--- config.mk ---
export PLATFORM = sky130hd
export DESIGN_NAME = jmps
export DESIGN_NICKNAME = d
export VERILOG_FILES = /design/src/rtl/jmps.sv
export SDC_FILE = /design/constraint.sdc
export NUM_CORES = 1
export LEC_CHECK = 0
export CORE_ASPECT_RATIO = 0.9
export CORE_MARGIN = 2
export CORE_UTILIZATION = 39
export CTS_CLUSTER_DIAMETER = 120
export CTS_CLUSTER_SIZE = 30
export DETAILED_ROUTE_END_ITERATION = 8
export PLACE_DENSITY = 0.89
export SYNTH_ARGS = -nofsm -noshare
export SYNTH_HDL_FRONTEND = slang
export SYNTH_SLANG_ARGS = --single-unit
--- constraint.sdc ---
create_clock -name clk -period 1.9 [get_ports clk]
set_input_delay 0.475 -clock clk [delete_from_list [all_inputs] [get_ports clk]]
set_output_delay 0.475 -clock clk [all_outputs]
set_load 0.02 [all_outputs]
--- src/rtl/jmps.sv ---
// jmps: conditional jump-on-sign next-PC selector.
// On each exec strobe the next program counter is chosen and registered.
// If the sign flag is set, the GPR jump target is used. Otherwise the
// sequential successor of pc is used. new_pc and taken hold between strobes.
// new_pc_valid marks the single cycle that follows each strobe.
module jmps #(
    parameter int PC_WIDTH = 20,
    parameter int PC_STEP  = 1
) (
    input  logic                clk,
    input  logic                rst,
    input  logic                exec,
    input  logic [PC_WIDTH-1:0] pc,
    input  logic                sign_flag,
    input  logic [PC_WIDTH-1:0] jmp_address,
    output logic [PC_WIDTH-1:0] new_pc,
    output logic                taken,
    output logic                new_pc_valid
);

    logic [PC_WIDTH-1:0] new_pc_q;
    logic [PC_WIDTH-1:0] new_pc_d;
    logic                taken_q;
    logic                taken_d;
    logic                new_pc_valid_q;
    logic                new_pc_valid_d;
    logic [PC_WIDTH-1:0] seq_pc;

    // Sequential successor wraps naturally at PC_WIDTH bits; carry is dropped
    assign seq_pc = pc + PC_WIDTH'(PC_STEP);

    // Next-state selection: inputs matter only on an exec cycle, otherwise hold
    always_comb begin
        new_pc_d       = new_pc_q;
        taken_d        = taken_q;
        new_pc_valid_d = 1'b0;
        if (exec) begin
            new_pc_valid_d = 1'b1;
            if (sign_flag) begin
                new_pc_d = jmp_address;
                taken_d  = 1'b1;
            end else begin
                new_pc_d = seq_pc;
                taken_d  = 1'b0;
            end
        end
    end

    // Result registers; synchronous reset takes priority over a same-cycle exec
    always_ff @(posedge clk) begin
        if (rst) begin
            new_pc_q       <= '0;
            taken_q        <= 1'b0;
            new_pc_valid_q <= 1'b0;
        end else begin
            new_pc_q       <= new_pc_d;
            taken_q        <= taken_d;
            new_pc_valid_q <= new_pc_valid_d;
        end
    end

    assign new_pc       = new_pc_q;
    assign taken        = taken_q;
    assign new_pc_valid = new_pc_valid_q;

endmodule

==> flow_summary.json, run 1 <==
{
  "routed_via_density": 5.25,
  "clock_latency_ns": 0.29,
  "drc": 0,
  "async_reset_ff_frac": 0,
  "antenna_cells": 0,
  "post-place-ws_ns": -0.337,
  "drive_gt1_frac": 0.173,
  "fin_nets": 278,
  "maxCapViolCount": 0,
  "synth.area.top_cells": "dfxtp_1 (35%), xor2_1 (6.9%), xnor2_1 (5.6%), nor2_1 (5.1%), clkbuf_8 (4.4%)",
  "htreeDepth": 1,
  "timing.fmax_mhz": 548,
  "slew_violations": 0,
  "worst_slew_pin_slew_ns": 0.406,
  "clkTransAtPathRegs_ns": 0.12,
  "initial_core_util": 0.411,
  "cts.sinks": 22,
  "cts_tree": "done",
  "gp_congestion": 0.887,
  "regToRegEndpoint": "new_pc[6]$_SDFFE_PP0P_",
  "ys_ff_latch": 22,
  "utilization": 0.705,
  "rows": 19,
  "reg2reg_from": "new_pc[6]$_SDFFE_PP0P_",
  "cp-start-kind": "input pin",
  "drtIter0Drc": 105,
  "antenna_found_initial": 0,
  "wl_per_cell_um": 14.6,
  "cts-buffers-inserted": 3,
  "via_count": 1434,
  "critPathKind": "input pin to flop",
  "cts_root_buf": "clkbuf_4",
  "drt-total-wl_mm": 3.98,
  "crit_end": "new_pc[17]$_SDFFE_PP0P_",
  "synth_warnings": 0,
  "die_y_um": 58.0,
  "slew_headroom": 0.730,
  "syn_nets": 188,
  "post_dp_cell_area_mm2": 0.00209,
  "grt_overflow": 0,
  "yosys-top-cells-count": "dfxtp_1 (22), nor2_1 (17), nand2_1 (11)",
  "synth.most_common_cell": "dfxtp_1",
  "finalCritPeriodShare": 0.961,
  "finalSetupViolCount": 0,
  "setup_tns_ns": 0,
  "worst-r2r-cell-count": 2,
  "p_per_area_mw_per_mm2": 508,
  "syn_area_per_cell_um2": 8.82,
  "grt_max_degree": 23,
  "reg2reg_slack_ns": 1.06,
  "core_area_mm2": 0.00307,
  "ys_types": 31,
  "io_buffers": 65,
  "syn_inst": 143,
  "required_ns": 2.13,
  "area_growth_pct": 71.5,
  "synth_enable_flop_cells": 0,
  "timing.final.crit_period_ns": 1.83,
  "syn_area_mm2": 0.00126,
  "fin_ws_ns": 0.0741,
  "end_kind": "flop",
  "antenna_left": 0,
  "synth_ff_type": "dfxtp_1",
  "status": "complete, no violations",
  "ios": 66,
  "critical_path_arrival_ns": 2.05,
  "hold_slack_ns": 0.470,
  "cts_max_path_buffers": 2,
  "yosysTopAreaCell": "dfxtp_1",
  "dieArea_mm2": 0.00371,
  "hpwlAfterDp_mm": 2.98,
  "dr.pass1.iters": 4,
  "startpoint": "pc[5]",
  "design_area_mm2": 0.00216,
  "grt_pass1_vias": 1391,
  "dieWidth_um": 63.9,
  "gr-usage-all-layers": 0.219,
  "hold_viol_final": 0,
  "vdd_ir_drop_max_v": 0.000259,
  "leakagePower_nw": 0.855,
  "min_path_type": "flop to flop",
  "ys_seq_area_frac": 0.349,
  "rsz0062_at_grt": "false",
  "skew_ns": 0,
  "ctsHoldBuffers": 0,
  "grt_pass1_wl_mm": 6.38,
  "synth_top_area_frac": 0.349,
  "path_max_fanout": 5
}
## flip-flops by register name, summed over array words and instances, names as in the netlist
name	flops
new_pc_valid	1
new_pc	20
taken	1
## timing repair
item | in CTS | in global routing
buffers inserted | 1 | 2
resized for setup | 0 | 6
endpoints found under the setup margin | 1 | 5
pin swaps | 1 | 3
## metal layers
metal | GRT usage | vias to the layer above | part of all wire | wire length (um)
li1 | - | 703 | - | -
met2 | 0.362 | 66 | 0.50 | 1970
met4 | 0.115 | 0 | 0.029 | 114
met1 | 0.282 | 655 | 0.42 | 1660
met3 | 0.0272 | 10 | 0.059 | 234
met5 | 0 | - | 0 | 0
## metrics by stage
step	power [mW]	std cells
5_1_grt	1.17	273
3_5_place_dp	0.898	267
2_1_floorplan	0.673	143
3_3_place_gp	0.889	267
6_report	1.10	273
4_1_cts	1.10	271
## report_power, final
group	internal [mW]	switching [mW]	leakage, nW
sequential	0.493	0.0169	0.182
combinational	0.216	0.169	0.660
clock	0.0737	0.129	0.0138
total	0.783	0.315	0.855
## worst min-delay path by stage
stage,start,slack (ns),cells past startpoint,end
after global placement,new_pc[5]$_SDFFE_PP0P_,0.45,2,new_pc[5]$_SDFFE_PP0P_
after detailed placement,new_pc[9]$_SDFFE_PP0P_,0.46,2,new_pc[9]$_SDFFE_PP0P_
final,new_pc[9]$_SDFFE_PP0P_,0.47,2,new_pc[9]$_SDFFE_PP0P_
after global routing,new_pc[5]$_SDFFE_PP0P_,0.51,2,new_pc[5]$_SDFFE_PP0P_
after CTS,new_pc[9]$_SDFFE_PP0P_,0.47,2,new_pc[9]$_SDFFE_PP0P_
after floorplan,new_pc[5]$_SDFFE_PP0P_,0.53,2,new_pc[5]$_SDFFE_PP0P_
## critical path, stage by stage
cell and delay, ns:
clkdlybuf4s50_1 0.53, nand4_4 0.17, nor3_2 0.26, buf_4 0.16
nand3_2 0.08, xor2_1 0.16, a211oi_2 0.20
## final cells by class
type / count / area, um^2
tap: 42 / 52.6
sequential: 22 / 440
multi-input combinational: 111 / 758
inverter: 2 / 7.51
clock buffer: 3 / 22.5
fill: 223 / 903
timing repair buffer: 93 / 882
## cells by family after synthesis
family | share of synthesized area
mux | 0.0317
compound gates | 0.201
buf+inv | 0.0625
xor+xnor | 0.125
simple gates | 0.220
fa+ha+maj | 0.00992
flops | 0.349
## cells in the final DEF, fill, tap and decap left out, types with 4 or more instances in the layout
cell             synthesis  routed
xor2_1                  10      10
clkdlybuf4s50_1          0      63
a22oi_1                  5       5
nor2_1                  17      17
mux2i_1                  4       4
dfxtp_1                 22      22
o21ai_0                  4       4
xnor2_1                  8       8
buf_4                    0      26
a21oi_1                  8       8
nand2_1                 11      11
o22ai_1                  8       8
Note: power is estimated with default switching activity, not from simulation.
==> inputs of run 2 (changes only) <==
--- a/config.mk
+++ b/config.mk
@@ -12,6 +12,7 @@
 export CTS_CLUSTER_SIZE = 30
 export DETAILED_ROUTE_END_ITERATION = 8
 export PLACE_DENSITY = 0.89
+export SLEW_MARGIN = 20
 export SYNTH_ARGS = -nofsm -noshare
 export SYNTH_HDL_FRONTEND = slang
 export SYNTH_SLANG_ARGS = --single-unit
==> results of run 2 <==
The final DEF is identical to that of run 1; final timing and power are the same.
==> edit: new RTL, config.mk and constraints of run 1 <==
Change the parameter `PC_WIDTH` from 20 to 22.
--- a/src/rtl/jmps.sv
+++ b/src/rtl/jmps.sv
@@ -4,7 +4,7 @@
 // sequential successor of pc is used. new_pc and taken hold between strobes.
 // new_pc_valid marks the single cycle that follows each strobe.
 module jmps #(
-    parameter int PC_WIDTH = 20,
+    parameter int PC_WIDTH = 22,
     parameter int PC_STEP  = 1
 ) (
     input  logic                clk,
Interface: changed (resized jmp_address, new_pc and pc); port bits go from 66 to 72. The function was not compared with the original's and may differ.
==> edit against run 1 <==
Setup slack improved by 36 ps. Wire length rose by 22%. Area after synthesis rose by 12%. Sequential cell count rose by 2. Cell area rose by 15%. Clock skew did not move. Critical endpoint is now new_pc[21]$_SDFFE_PP0P_. Power rose by 16%. Count of clock-buffer cells in the layout did not move. Sequential share of layout area fell by 0.97 points. Highest routed layer unchanged.
==> edit: results (changes against run 1) <==
* Status: complete, no violations
* Clock Pin Slew Worst Setup and Hold Paths at 80 ps (-40 ps)
* First-pass GRT wire length at 7.62 mm (+19%)
* Vias per cell at 5.59 (+6.4%)
* Syn nets at 225 (+20%)
* Syn Inst Count at 176 (+23%)
* Post-route cell area at 2480 um^2 (+15%)
* Biggest cell delay along the critical path at 480 ps (-50 ps)
* Vias in the first global route at 1,773 (+27%)
* Port Buffers at 71 (+9.2%)
* Hold path start: new_pc[3]$_SDFFE_PP0P_
* Maximum vdd drop at 0.000256 V (-1.1%)
* P_leak at 0.964 nW (+13%)
* Fill count at 265 (+19%)
* Drt wl/cell at 15.0 um (+2.8%)
* Crit-path max FO at 4 (-1)
* Endpoint, Worst Hold: new_pc[3]$_SDFFE_PP0P_
* Dpl ws at -437 ps (-99.3 ps)
* Most frequent cells after synthesis: dfxtp_1, nand2_1, a22oi_1
* Rel. slew slack at 0.762 (+0.0325)
* Max reg flops at 22 (+10%)
* Crit path to: new_pc[21]$_SDFFE_PP0P_
* Routed WL at 4.84 mm (+22%)
* GR Util All Layers at 0.243 (+0.0246)
* Synth cell types at 39 (+26%)
* Synth top area cells: dfxtp_1, a22oi_1, xnor2_1
* Reg2reg start: new_pc[16]$_SDFFE_PP0P_
* Share of cells above drive strength 1 at 0.179 (+0.00605)
* Detailed placement HPWL at 3.72 mm (+25%)
edit: changes by cell type in the layout (fill, tap and decap cells not counted), sizes merged, moves of 4 or more:
cell,delta
buf,+12
nor2,-7
nand2b,+4
xor2,-10
a22oi,+7
o311ai,+4
nor3,+4
nor4,+6
inv,+5
nand3,+4
dlygate4sd2,+10
edit: layer usage:
metal | GRT usage | up-vias | routed length, um
li1 | - | 874 | -
met3 | 0.0494 | 15 | 375
met1 | 0.287 | 829 | 2010
met5 | 0 | - | 0
met2 | 0.431 | 88 | 2320
met4 | 0.111 | 0 | 131
edit: cell families (layout without fill, tap and decap cells):
| logic type | Yosys count | after routing | synth area share |
|---|---|---|---|
| DFF | 24 | 24 | 0.340 |
| buffers and inverters | 18 | 121 | 0.0488 |
| adders and majority gates | 1 | 1 | 0.00886 |
| muxes | 2 | 2 | 0.0142 |
| xor gates and xnor gates | 9 | 9 | 0.0559 |
| and+or+nand+nor | 66 | 66 | 0.254 |
| AOI/OAI and AO/OA | 56 | 56 | 0.278 |
edit: layout make-up:
| class | count | area share |
|---|---|---|
| Sequential cell | 24 | 0.194 |
| Tap cell | 44 | 0.0222 |
| Timing Repair Buffer | 111 | 0.404 |
| Multi-Input combinational cell | 134 | 0.353 |
| Clock buffer | 3 | 0.0167 |
| Inverter | 7 | 0.0106 |
edit: where the power goes:
part / internal [mW] / switching, mW
Clock: 0.142 / 0.151
Sequential: 0.538 / 0.0180
Combinational: 0.236 / 0.189
Total: 0.915 / 0.358
edit: critical path: cells and delay by family:
family	cells	cell delay (ps)
AND/OR/NAND/NOR	3	930
AO/OA/AOI/OAI	1	100
buffers and inverters	1	480
edit: timing repair:
action | 4_1_cts | 5_1_grt
hold buffers | 0 | 0
endpoints found under the setup margin | 8 | 2
pin swaps | 2 | 1
resized for setup | 12 | 3
setup buffers | 0 | 0
